===== config.mk =====
export PLATFORM = sky130hd
export DESIGN_NAME = ysyx_23060124_axi_arbiter
export DESIGN_NICKNAME = d
export VERILOG_FILES = /design/src/rtl/ysyx_23060124_axi_arbiter_pkg.sv /design/src/rtl/ysyx_23060124_axi_arbiter_rr_pick2.sv /design/src/rtl/ysyx_23060124_axi_arbiter.sv
export SDC_FILE = /design/constraint.sdc
export NUM_CORES = 1
export LEC_CHECK = 0
export ABC_AREA = 0
export BUFFER_PORTS_ARGS = -buffer_cell sky130_fd_sc_hd__buf_2
export CAP_MARGIN = 0
export CORE_AREA = 10 10 178 180
export CTS_CLUSTER_DIAMETER = 100
export DETAILED_ROUTE_END_ITERATION = 8
export DIE_AREA = 0 0 188 190
export GPL_ROUTABILITY_DRIVEN = 0
export PLACE_DENSITY = 0.42
export SYNTH_ARGS = -nofsm -noshare
export SYNTH_HDL_FRONTEND = slang
export SYNTH_SLANG_ARGS = --single-unit

===== constraint.sdc =====
create_clock -name clock -period 1.36 [get_ports clock]
set_clock_uncertainty 0.15 [all_clocks]
set_input_delay 0.068 -clock clock [delete_from_list [all_inputs] [get_ports clock]]
set_output_delay 0.068 -clock clock [all_outputs]
set_load 0.01 [all_outputs]

===== src/rtl/ysyx_23060124_axi_arbiter_pkg.sv =====
// Shared definitions for the IFU/LSU AXI4 arbiter: FSM encoding,
// AXI response codes and channel field widths.
package ysyx_23060124_axi_arbiter_pkg;

  typedef enum logic [1:0] {
    ST_IDLE   = 2'd0,
    ST_RD_IFU = 2'd1,
    ST_RD_LSU = 2'd2,
    ST_WR_LSU = 2'd3
  } arb_state_e;

  localparam logic [1:0] RESP_OKAY   = 2'b00;
  localparam logic [1:0] RESP_SLVERR = 2'b10;
  localparam logic [1:0] RESP_DECERR = 2'b11;

  localparam int ID_W    = 4;
  localparam int LEN_W   = 8;
  localparam int SIZE_W  = 3;
  localparam int BURST_W = 2;

  // An LSU grant always serves a pending store before a pending load.
  function automatic arb_state_e lsu_grant_state(input logic aw_valid);
    arb_state_e st;
    if (aw_valid) begin
      st = ST_WR_LSU;
    end else begin
      st = ST_RD_LSU;
    end
    return st;
  endfunction

endpackage


===== src/rtl/ysyx_23060124_axi_arbiter_rr_pick2.sv =====
// Two-way round-robin picker: on a tie the master that did not win
// most recently is granted.
module ysyx_23060124_rr_pick2 (
  input  logic ifu_req,
  input  logic lsu_req,
  input  logic last_lsu,
  output logic grant_ifu,
  output logic grant_lsu
);

  // Select at most one winner from the two requests.
  always_comb begin
    grant_ifu = 1'b0;
    grant_lsu = 1'b0;
    if (ifu_req && lsu_req) begin
      if (last_lsu) begin
        grant_ifu = 1'b1;
      end else begin
        grant_lsu = 1'b1;
      end
    end else if (ifu_req) begin
      grant_ifu = 1'b1;
    end else if (lsu_req) begin
      grant_lsu = 1'b1;
    end else begin
      grant_ifu = 1'b0;
      grant_lsu = 1'b0;
    end
  end

endmodule


===== src/rtl/ysyx_23060124_axi_arbiter.sv =====
// IFU/LSU to memory AXI4 arbiter. One transaction at a time; the
// granted master's channels are wired straight through to M_AXI.
module ysyx_23060124_axi_arbiter
  import ysyx_23060124_axi_arbiter_pkg::*;
#(
  parameter int ADDR_W = 32,
  parameter int DATA_W = 32
) (
  input  logic                  clock,
  input  logic                  i_rst,
  // IFU read
  input  logic [ADDR_W-1:0]     S0_AXI_ARADDR,
  input  logic                  S0_AXI_ARVALID,
  input  logic [ID_W-1:0]       S0_AXI_ARID,
  input  logic [LEN_W-1:0]      S0_AXI_ARLEN,
  input  logic [SIZE_W-1:0]     S0_AXI_ARSIZE,
  input  logic [BURST_W-1:0]    S0_AXI_ARBURST,
  output logic                  S0_AXI_ARREADY,
  output logic [DATA_W-1:0]     S0_AXI_RDATA,
  output logic [1:0]            S0_AXI_RRESP,
  output logic                  S0_AXI_RVALID,
  output logic [ID_W-1:0]       S0_AXI_RID,
  output logic                  S0_AXI_RLAST,
  input  logic                  S0_AXI_RREADY,
  // LSU read
  input  logic [ADDR_W-1:0]     S1_AXI_ARADDR,
  input  logic                  S1_AXI_ARVALID,
  input  logic [ID_W-1:0]       S1_AXI_ARID,
  input  logic [LEN_W-1:0]      S1_AXI_ARLEN,
  input  logic [SIZE_W-1:0]     S1_AXI_ARSIZE,
  input  logic [BURST_W-1:0]    S1_AXI_ARBURST,
  output logic                  S1_AXI_ARREADY,
  output logic [DATA_W-1:0]     S1_AXI_RDATA,
  output logic [1:0]            S1_AXI_RRESP,
  output logic                  S1_AXI_RVALID,
  output logic [ID_W-1:0]       S1_AXI_RID,
  output logic                  S1_AXI_RLAST,
  input  logic                  S1_AXI_RREADY,
  // LSU write
  input  logic [ADDR_W-1:0]     S1_AXI_AWADDR,
  input  logic                  S1_AXI_AWVALID,
  input  logic [LEN_W-1:0]      S1_AXI_AWLEN,
  input  logic [SIZE_W-1:0]     S1_AXI_AWSIZE,
  input  logic [BURST_W-1:0]    S1_AXI_AWBURST,
  input  logic [ID_W-1:0]       S1_AXI_AWID,
  output logic                  S1_AXI_AWREADY,
  input  logic                  S1_AXI_WVALID,
  input  logic [DATA_W-1:0]     S1_AXI_WDATA,
  input  logic [DATA_W/8-1:0]   S1_AXI_WSTRB,
  input  logic                  S1_AXI_WLAST,
  output logic                  S1_AXI_WREADY,
  output logic [1:0]            S1_AXI_BRESP,
  output logic                  S1_AXI_BVALID,
  output logic [ID_W-1:0]       S1_AXI_BID,
  input  logic                  S1_AXI_BREADY,
  // Memory side
  output logic [ADDR_W-1:0]     M_AXI_ARADDR,
  output logic                  M_AXI_ARVALID,
  output logic [ID_W-1:0]       M_AXI_ARID,
  output logic [LEN_W-1:0]      M_AXI_ARLEN,
  output logic [SIZE_W-1:0]     M_AXI_ARSIZE,
  output logic [BURST_W-1:0]    M_AXI_ARBURST,
  input  logic                  M_AXI_ARREADY,
  input  logic [DATA_W-1:0]     M_AXI_RDATA,
  input  logic [1:0]            M_AXI_RRESP,
  input  logic                  M_AXI_RVALID,
  input  logic [ID_W-1:0]       M_AXI_RID,
  input  logic                  M_AXI_RLAST,
  output logic                  M_AXI_RREADY,
  output logic [ADDR_W-1:0]     M_AXI_AWADDR,
  output logic                  M_AXI_AWVALID,
  output logic [LEN_W-1:0]      M_AXI_AWLEN,
  output logic [SIZE_W-1:0]     M_AXI_AWSIZE,
  output logic [BURST_W-1:0]    M_AXI_AWBURST,
  output logic [ID_W-1:0]       M_AXI_AWID,
  input  logic                  M_AXI_AWREADY,
  output logic                  M_AXI_WVALID,
  output logic [DATA_W-1:0]     M_AXI_WDATA,
  output logic [DATA_W/8-1:0]   M_AXI_WSTRB,
  output logic                  M_AXI_WLAST,
  input  logic                  M_AXI_WREADY,
  input  logic [1:0]            M_AXI_BRESP,
  input  logic                  M_AXI_BVALID,
  input  logic [ID_W-1:0]       M_AXI_BID,
  output logic                  M_AXI_BREADY
);

  arb_state_e state_r;
  logic       last_lsu_r;
  logic       grant_ifu_s;
  logic       grant_lsu_s;
  logic       r_done_s;
  logic       b_done_s;

  ysyx_23060124_rr_pick2 u_pick (
    .ifu_req   (S0_AXI_ARVALID),
    .lsu_req   (S1_AXI_ARVALID | S1_AXI_AWVALID),
    .last_lsu  (last_lsu_r),
    .grant_ifu (grant_ifu_s),
    .grant_lsu (grant_lsu_s)
  );

  assign r_done_s = M_AXI_RVALID & M_AXI_RREADY & M_AXI_RLAST;
  assign b_done_s = M_AXI_BVALID & M_AXI_BREADY;

  // Grant FSM: arbitrate in IDLE, hold the grant until the final R or B handshake.
  always_ff @(posedge clock or posedge i_rst) begin
    if (i_rst) begin
      state_r    <= ST_IDLE;
      last_lsu_r <= 1'b1;
    end else begin
      case (state_r)
        ST_IDLE: begin
          if (grant_ifu_s) begin
            state_r    <= ST_RD_IFU;
            last_lsu_r <= 1'b0;
          end else if (grant_lsu_s) begin
            state_r    <= lsu_grant_state(S1_AXI_AWVALID);
            last_lsu_r <= 1'b1;
          end else begin
            state_r    <= ST_IDLE;
          end
        end
        ST_RD_IFU, ST_RD_LSU: begin
          if (r_done_s) begin
            state_r <= ST_IDLE;
          end else begin
            state_r <= state_r;
          end
        end
        ST_WR_LSU: begin
          if (b_done_s) begin
            state_r <= ST_IDLE;
          end else begin
            state_r <= ST_WR_LSU;
          end
        end
        default: state_r <= ST_IDLE;
      endcase
    end
  end

  // Channel routing: everything closed and zeroed unless the state routes it.
  always_comb begin
    S0_AXI_ARREADY = 1'b0;
    S0_AXI_RDATA   = {DATA_W{1'b0}};
    S0_AXI_RRESP   = 2'b00;
    S0_AXI_RVALID  = 1'b0;
    S0_AXI_RID     = {ID_W{1'b0}};
    S0_AXI_RLAST   = 1'b0;
    S1_AXI_ARREADY = 1'b0;
    S1_AXI_RDATA   = {DATA_W{1'b0}};
    S1_AXI_RRESP   = 2'b00;
    S1_AXI_RVALID  = 1'b0;
    S1_AXI_RID     = {ID_W{1'b0}};
    S1_AXI_RLAST   = 1'b0;
    S1_AXI_AWREADY = 1'b0;
    S1_AXI_WREADY  = 1'b0;
    S1_AXI_BRESP   = 2'b00;
    S1_AXI_BVALID  = 1'b0;
    S1_AXI_BID     = {ID_W{1'b0}};
    M_AXI_ARADDR   = {ADDR_W{1'b0}};
    M_AXI_ARVALID  = 1'b0;
    M_AXI_ARID     = {ID_W{1'b0}};
    M_AXI_ARLEN    = {LEN_W{1'b0}};
    M_AXI_ARSIZE   = {SIZE_W{1'b0}};
    M_AXI_ARBURST  = {BURST_W{1'b0}};
    M_AXI_RREADY   = 1'b0;
    M_AXI_AWADDR   = {ADDR_W{1'b0}};
    M_AXI_AWVALID  = 1'b0;
    M_AXI_AWLEN    = {LEN_W{1'b0}};
    M_AXI_AWSIZE   = {SIZE_W{1'b0}};
    M_AXI_AWBURST  = {BURST_W{1'b0}};
    M_AXI_AWID     = {ID_W{1'b0}};
    M_AXI_WVALID   = 1'b0;
    M_AXI_WDATA    = {DATA_W{1'b0}};
    M_AXI_WSTRB    = {(DATA_W/8){1'b0}};
    M_AXI_WLAST    = 1'b0;
    M_AXI_BREADY   = 1'b0;
    case (state_r)
      ST_RD_IFU: begin
        M_AXI_ARADDR   = S0_AXI_ARADDR;
        M_AXI_ARVALID  = S0_AXI_ARVALID;
        M_AXI_ARID     = S0_AXI_ARID;
        M_AXI_ARLEN    = S0_AXI_ARLEN;
        M_AXI_ARSIZE   = S0_AXI_ARSIZE;
        M_AXI_ARBURST  = S0_AXI_ARBURST;
        S0_AXI_ARREADY = M_AXI_ARREADY;
        S0_AXI_RDATA   = M_AXI_RDATA;
        S0_AXI_RRESP   = M_AXI_RRESP;
        S0_AXI_RVALID  = M_AXI_RVALID;
        S0_AXI_RID     = M_AXI_RID;
        S0_AXI_RLAST   = M_AXI_RLAST;
        M_AXI_RREADY   = S0_AXI_RREADY;
      end
      ST_RD_LSU: begin
        M_AXI_ARADDR   = S1_AXI_ARADDR;
        M_AXI_ARVALID  = S1_AXI_ARVALID;
        M_AXI_ARID     = S1_AXI_ARID;
        M_AXI_ARLEN    = S1_AXI_ARLEN;
        M_AXI_ARSIZE   = S1_AXI_ARSIZE;
        M_AXI_ARBURST  = S1_AXI_ARBURST;
        S1_AXI_ARREADY = M_AXI_ARREADY;
        S1_AXI_RDATA   = M_AXI_RDATA;
        S1_AXI_RRESP   = M_AXI_RRESP;
        S1_AXI_RVALID  = M_AXI_RVALID;
        S1_AXI_RID     = M_AXI_RID;
        S1_AXI_RLAST   = M_AXI_RLAST;
        M_AXI_RREADY   = S1_AXI_RREADY;
      end
      ST_WR_LSU: begin
        M_AXI_AWADDR   = S1_AXI_AWADDR;
        M_AXI_AWVALID  = S1_AXI_AWVALID;
        M_AXI_AWLEN    = S1_AXI_AWLEN;
        M_AXI_AWSIZE   = S1_AXI_AWSIZE;
        M_AXI_AWBURST  = S1_AXI_AWBURST;
        M_AXI_AWID     = S1_AXI_AWID;
        S1_AXI_AWREADY = M_AXI_AWREADY;
        M_AXI_WVALID   = S1_AXI_WVALID;
        M_AXI_WDATA    = S1_AXI_WDATA;
        M_AXI_WSTRB    = S1_AXI_WSTRB;
        M_AXI_WLAST    = S1_AXI_WLAST;
        S1_AXI_WREADY  = M_AXI_WREADY;
        S1_AXI_BRESP   = M_AXI_BRESP;
        S1_AXI_BVALID  = M_AXI_BVALID;
        S1_AXI_BID     = M_AXI_BID;
        M_AXI_BREADY   = S1_AXI_BREADY;
      end
      default: M_AXI_ARVALID = 1'b0;
    endcase
  end

endmodule


==> results.ini <==
[min_path]
hp-class=in2async

[clock_network]
clk_path_buf_depth=2
cts_max_level=1
cts_root_buf=clkbuf_16
cts_tree=yes
clk_pin_slew_ns=0.03
clk_latency_ns=0.22
numCtsBuffers=3
cts.sinks=3

[critical_path]
crit_path_end_kind=output pin
r2r-start=state_r[1]$_DFFE_PP0P_
worst-r2r-setup-slack_ns=-0.27
cp_cell_sequence=buf_4, ha_4, buf_12, buf_12, a22oi_2, nor2b_2, buf_2
r2r_end=state_r[1]$_DFFE_PP0P_
cp-startpoint=state_r[1]$_DFFE_PP0P_
critical_path.max_fanout=14
start_kind=register
cp_top_family=buffers and inverters
endpoint=M_AXI_ARADDR[24]
slowest_delay_ns=0.40
crit_top_cell=buf_12
arrival_ns=1.67
required_ns=1.14
reg2reg_depth=7
crit_buf_inv=4
slowest_stage=dfrtp_1
crit_cells=7
crit_type=reg2out

[die]
initial_core_util=0.0791
die_h_um=190
core_area_um2=28200
rows=62
die_w_um=188
ios=474
die-area_um2=35700

[synthesis]
netlist_top_cells_count=and2_1 (180), a22oi_1 (51), nor2b_1 (51)
yosysTopAreaCell=and2_1
syn_nets=590
synth_seq_cells=3
synth-main-ff-cell=dfrtp_1
synth_most_common_cell=and2_1
synth_edf_count=0
synth_warnings=0
synth.area.top_cells=and2_1 (50%), a22oi_1 (17%), nor2b_1 (14%), buf_2 (4.5%), ha_1 (2.8%)
async_flop_share=1.00
yosys.area.top_type_share=0.504
syn_inst=342
syn_area_um2=2230
yosysSeqAreaShare=0.0342
yosysUniqueCellTypes=22
avgSynthCellArea_um2=6.53

[grt]
grt_pass1_wl_um=34300
grt_max_degree=28
antenna_found_initial=8
grt_util_all_layers=0.127
grt_overflow=0
grt_pass1_vias=5034

[power]
power_density_nw_per_um2=1720
seqPwrFrac=0.015
p_switching_mw=5.45
intPower_mw=8.16
total_power_mw=13.6
p_sw_frac=0.401
clkPwrFrac=0.034
cellLeakagePower_nw=4.01
ir_drop_mv=0.756
comb_power_share=0.951

[job]
cap_violations=0

[finish]
final_core_util=0.281
drive_gt1_frac=0.927
syn_to_final_growth_pct=255
multi_input_area_um2=2780
regArea_um2=77.6
fin_area_um2=7940
fill_cells=3034
layout.nets=1109

[timing]
finalSetupViolCount=233
grt_setup_unrepaired=true
tightest_slew_ns=0.272
hold_viol=0
max_slew_margin=0.818
report.final.slew_viol_count=0
fin_crit_sh=1.39
final.setup.tns_ns=-94.34
period_minus_slack_ns=1.89
setup_ws_ns=-0.526
fmax_mhz=530

[status]
status=finished, violations left
failed_checks=negative setup slack

[placed_design]
post-place-ws_ns=-0.280
hpwlAfterDp_um=18700
dpl_cell_area_um2=5460
portBuffers=473

[drt]
dr.pass1.iters=4
drc=0
num_vias=4599
vias_per_cell=3.69
wirelength_um=25000
wl_per_cell_um=20.0
drt_iter0_drc=111
antenna_left=0

layout by cell type, fill, tap and decap left out, drive strengths merged, types with 2 or more instances in the layout:
| cell type | count |
|---|---|
| ha | 5 |
| mux2i | 2 |
| dlygate4sd3 | 2 |
| nor2b | 51 |
| buf | 545 |
| inv | 3 |
| diode | 3 |
| clkbuf | 6 |
| and2 | 180 |
| a22oi | 51 |
| dfrtp | 2 |
| nand2 | 3 |
| o21ai | 2 |
cell type report:
cell class	instances	area share
well taps	384	0.0605
repair buffers	549	0.567
flip-flops and latches	3	0.00978
diodes	3	0.000946
multi-input cells	301	0.350
inverters	3	0.00173
clock buffers	4	0.00993
tightest hold or removal path, delay by kind of cell:
| kind | cells | cell delay [ns] |
|---|---|---|
| buffers and inverters | 3 | 0.77 |
routing by layer:
metal  GRT usage  up-vias  wire length [µm]  share of wire
met5           0        -                 0              0
met4      0.0262        0               338          0.014
met3      0.0359       20              1880          0.075
met2       0.256      275             14100           0.56
met1       0.124     2139              8680           0.35
li1            -     2165                 -              -
stage by stage:
stage / cells / hold slack [ns]
after global placement: 1197 / -0.177
final: 1247 / 0.132
after CTS: 1243 / 0.167
after floorplan: 342 / -0.329
after global routing: 1246 / 0.164
after detailed placement: 1197 / -0.175
sequential cells by signal (all words and copies together) (netlist names):
register,cells
state_r,2
last_lsu_r,1
cell families (layout without fill, tap and decap cells):
logic type | after synthesis | after routing | share of synthesized area
AND/OR/NAND/NOR | 237 | 237 | 0.661
AO/OA/AOI/OAI | 57 | 57 | 0.189
buffers and inverters | 38 | 556 | 0.0789
adder cells (fa/ha/maj) | 5 | 5 | 0.0280
flip-flops | 3 | 3 | 0.0342
multiplexers | 2 | 2 | 0.00896
other | 0 | 3 | 0
what timing repair did:
action | CTS | global route
setup buffers | 18 | 9
gates resized for setup | 230 | 163
cloned | 22 | 2
pin swaps | 2 | 6
endpoints found under the hold margin | 4 | 0
setup endpoints to repair | 233 | 233
hold buffers | 2 | 0
power groups by stage:
stage | sequential [mW] | combinational, mW | clock (mW)
2_1_floorplan | 0.178 | 4.28 | 0
3_3_place_gp | 0.187 | 7.55 | 0
3_5_place_dp | 0.188 | 7.54 | 0
4_1_cts | 0.198 | 12.3 | 0.476
5_1_grt | 0.213 | 13.8 | 0.482
6_report | 0.203 | 12.9 | 0.470
worst min-delay path by stage:
stage / end / slack [ns]
CTS: state_r[0]$_DFFE_PP0P_ / 0.17
global route: state_r[0]$_DFFE_PP0P_ / 0.16
floorplan: state_r[0]$_DFFE_PP0P_ / -0.33
detailed placement: state_r[0]$_DFFE_PP0P_ / -0.17
global placement: state_r[0]$_DFFE_PP0P_ / -0.18
finish: state_r[0]$_DFFE_PP0P_ / 0.13
Note: power is estimated with default switching activity, not from simulation.
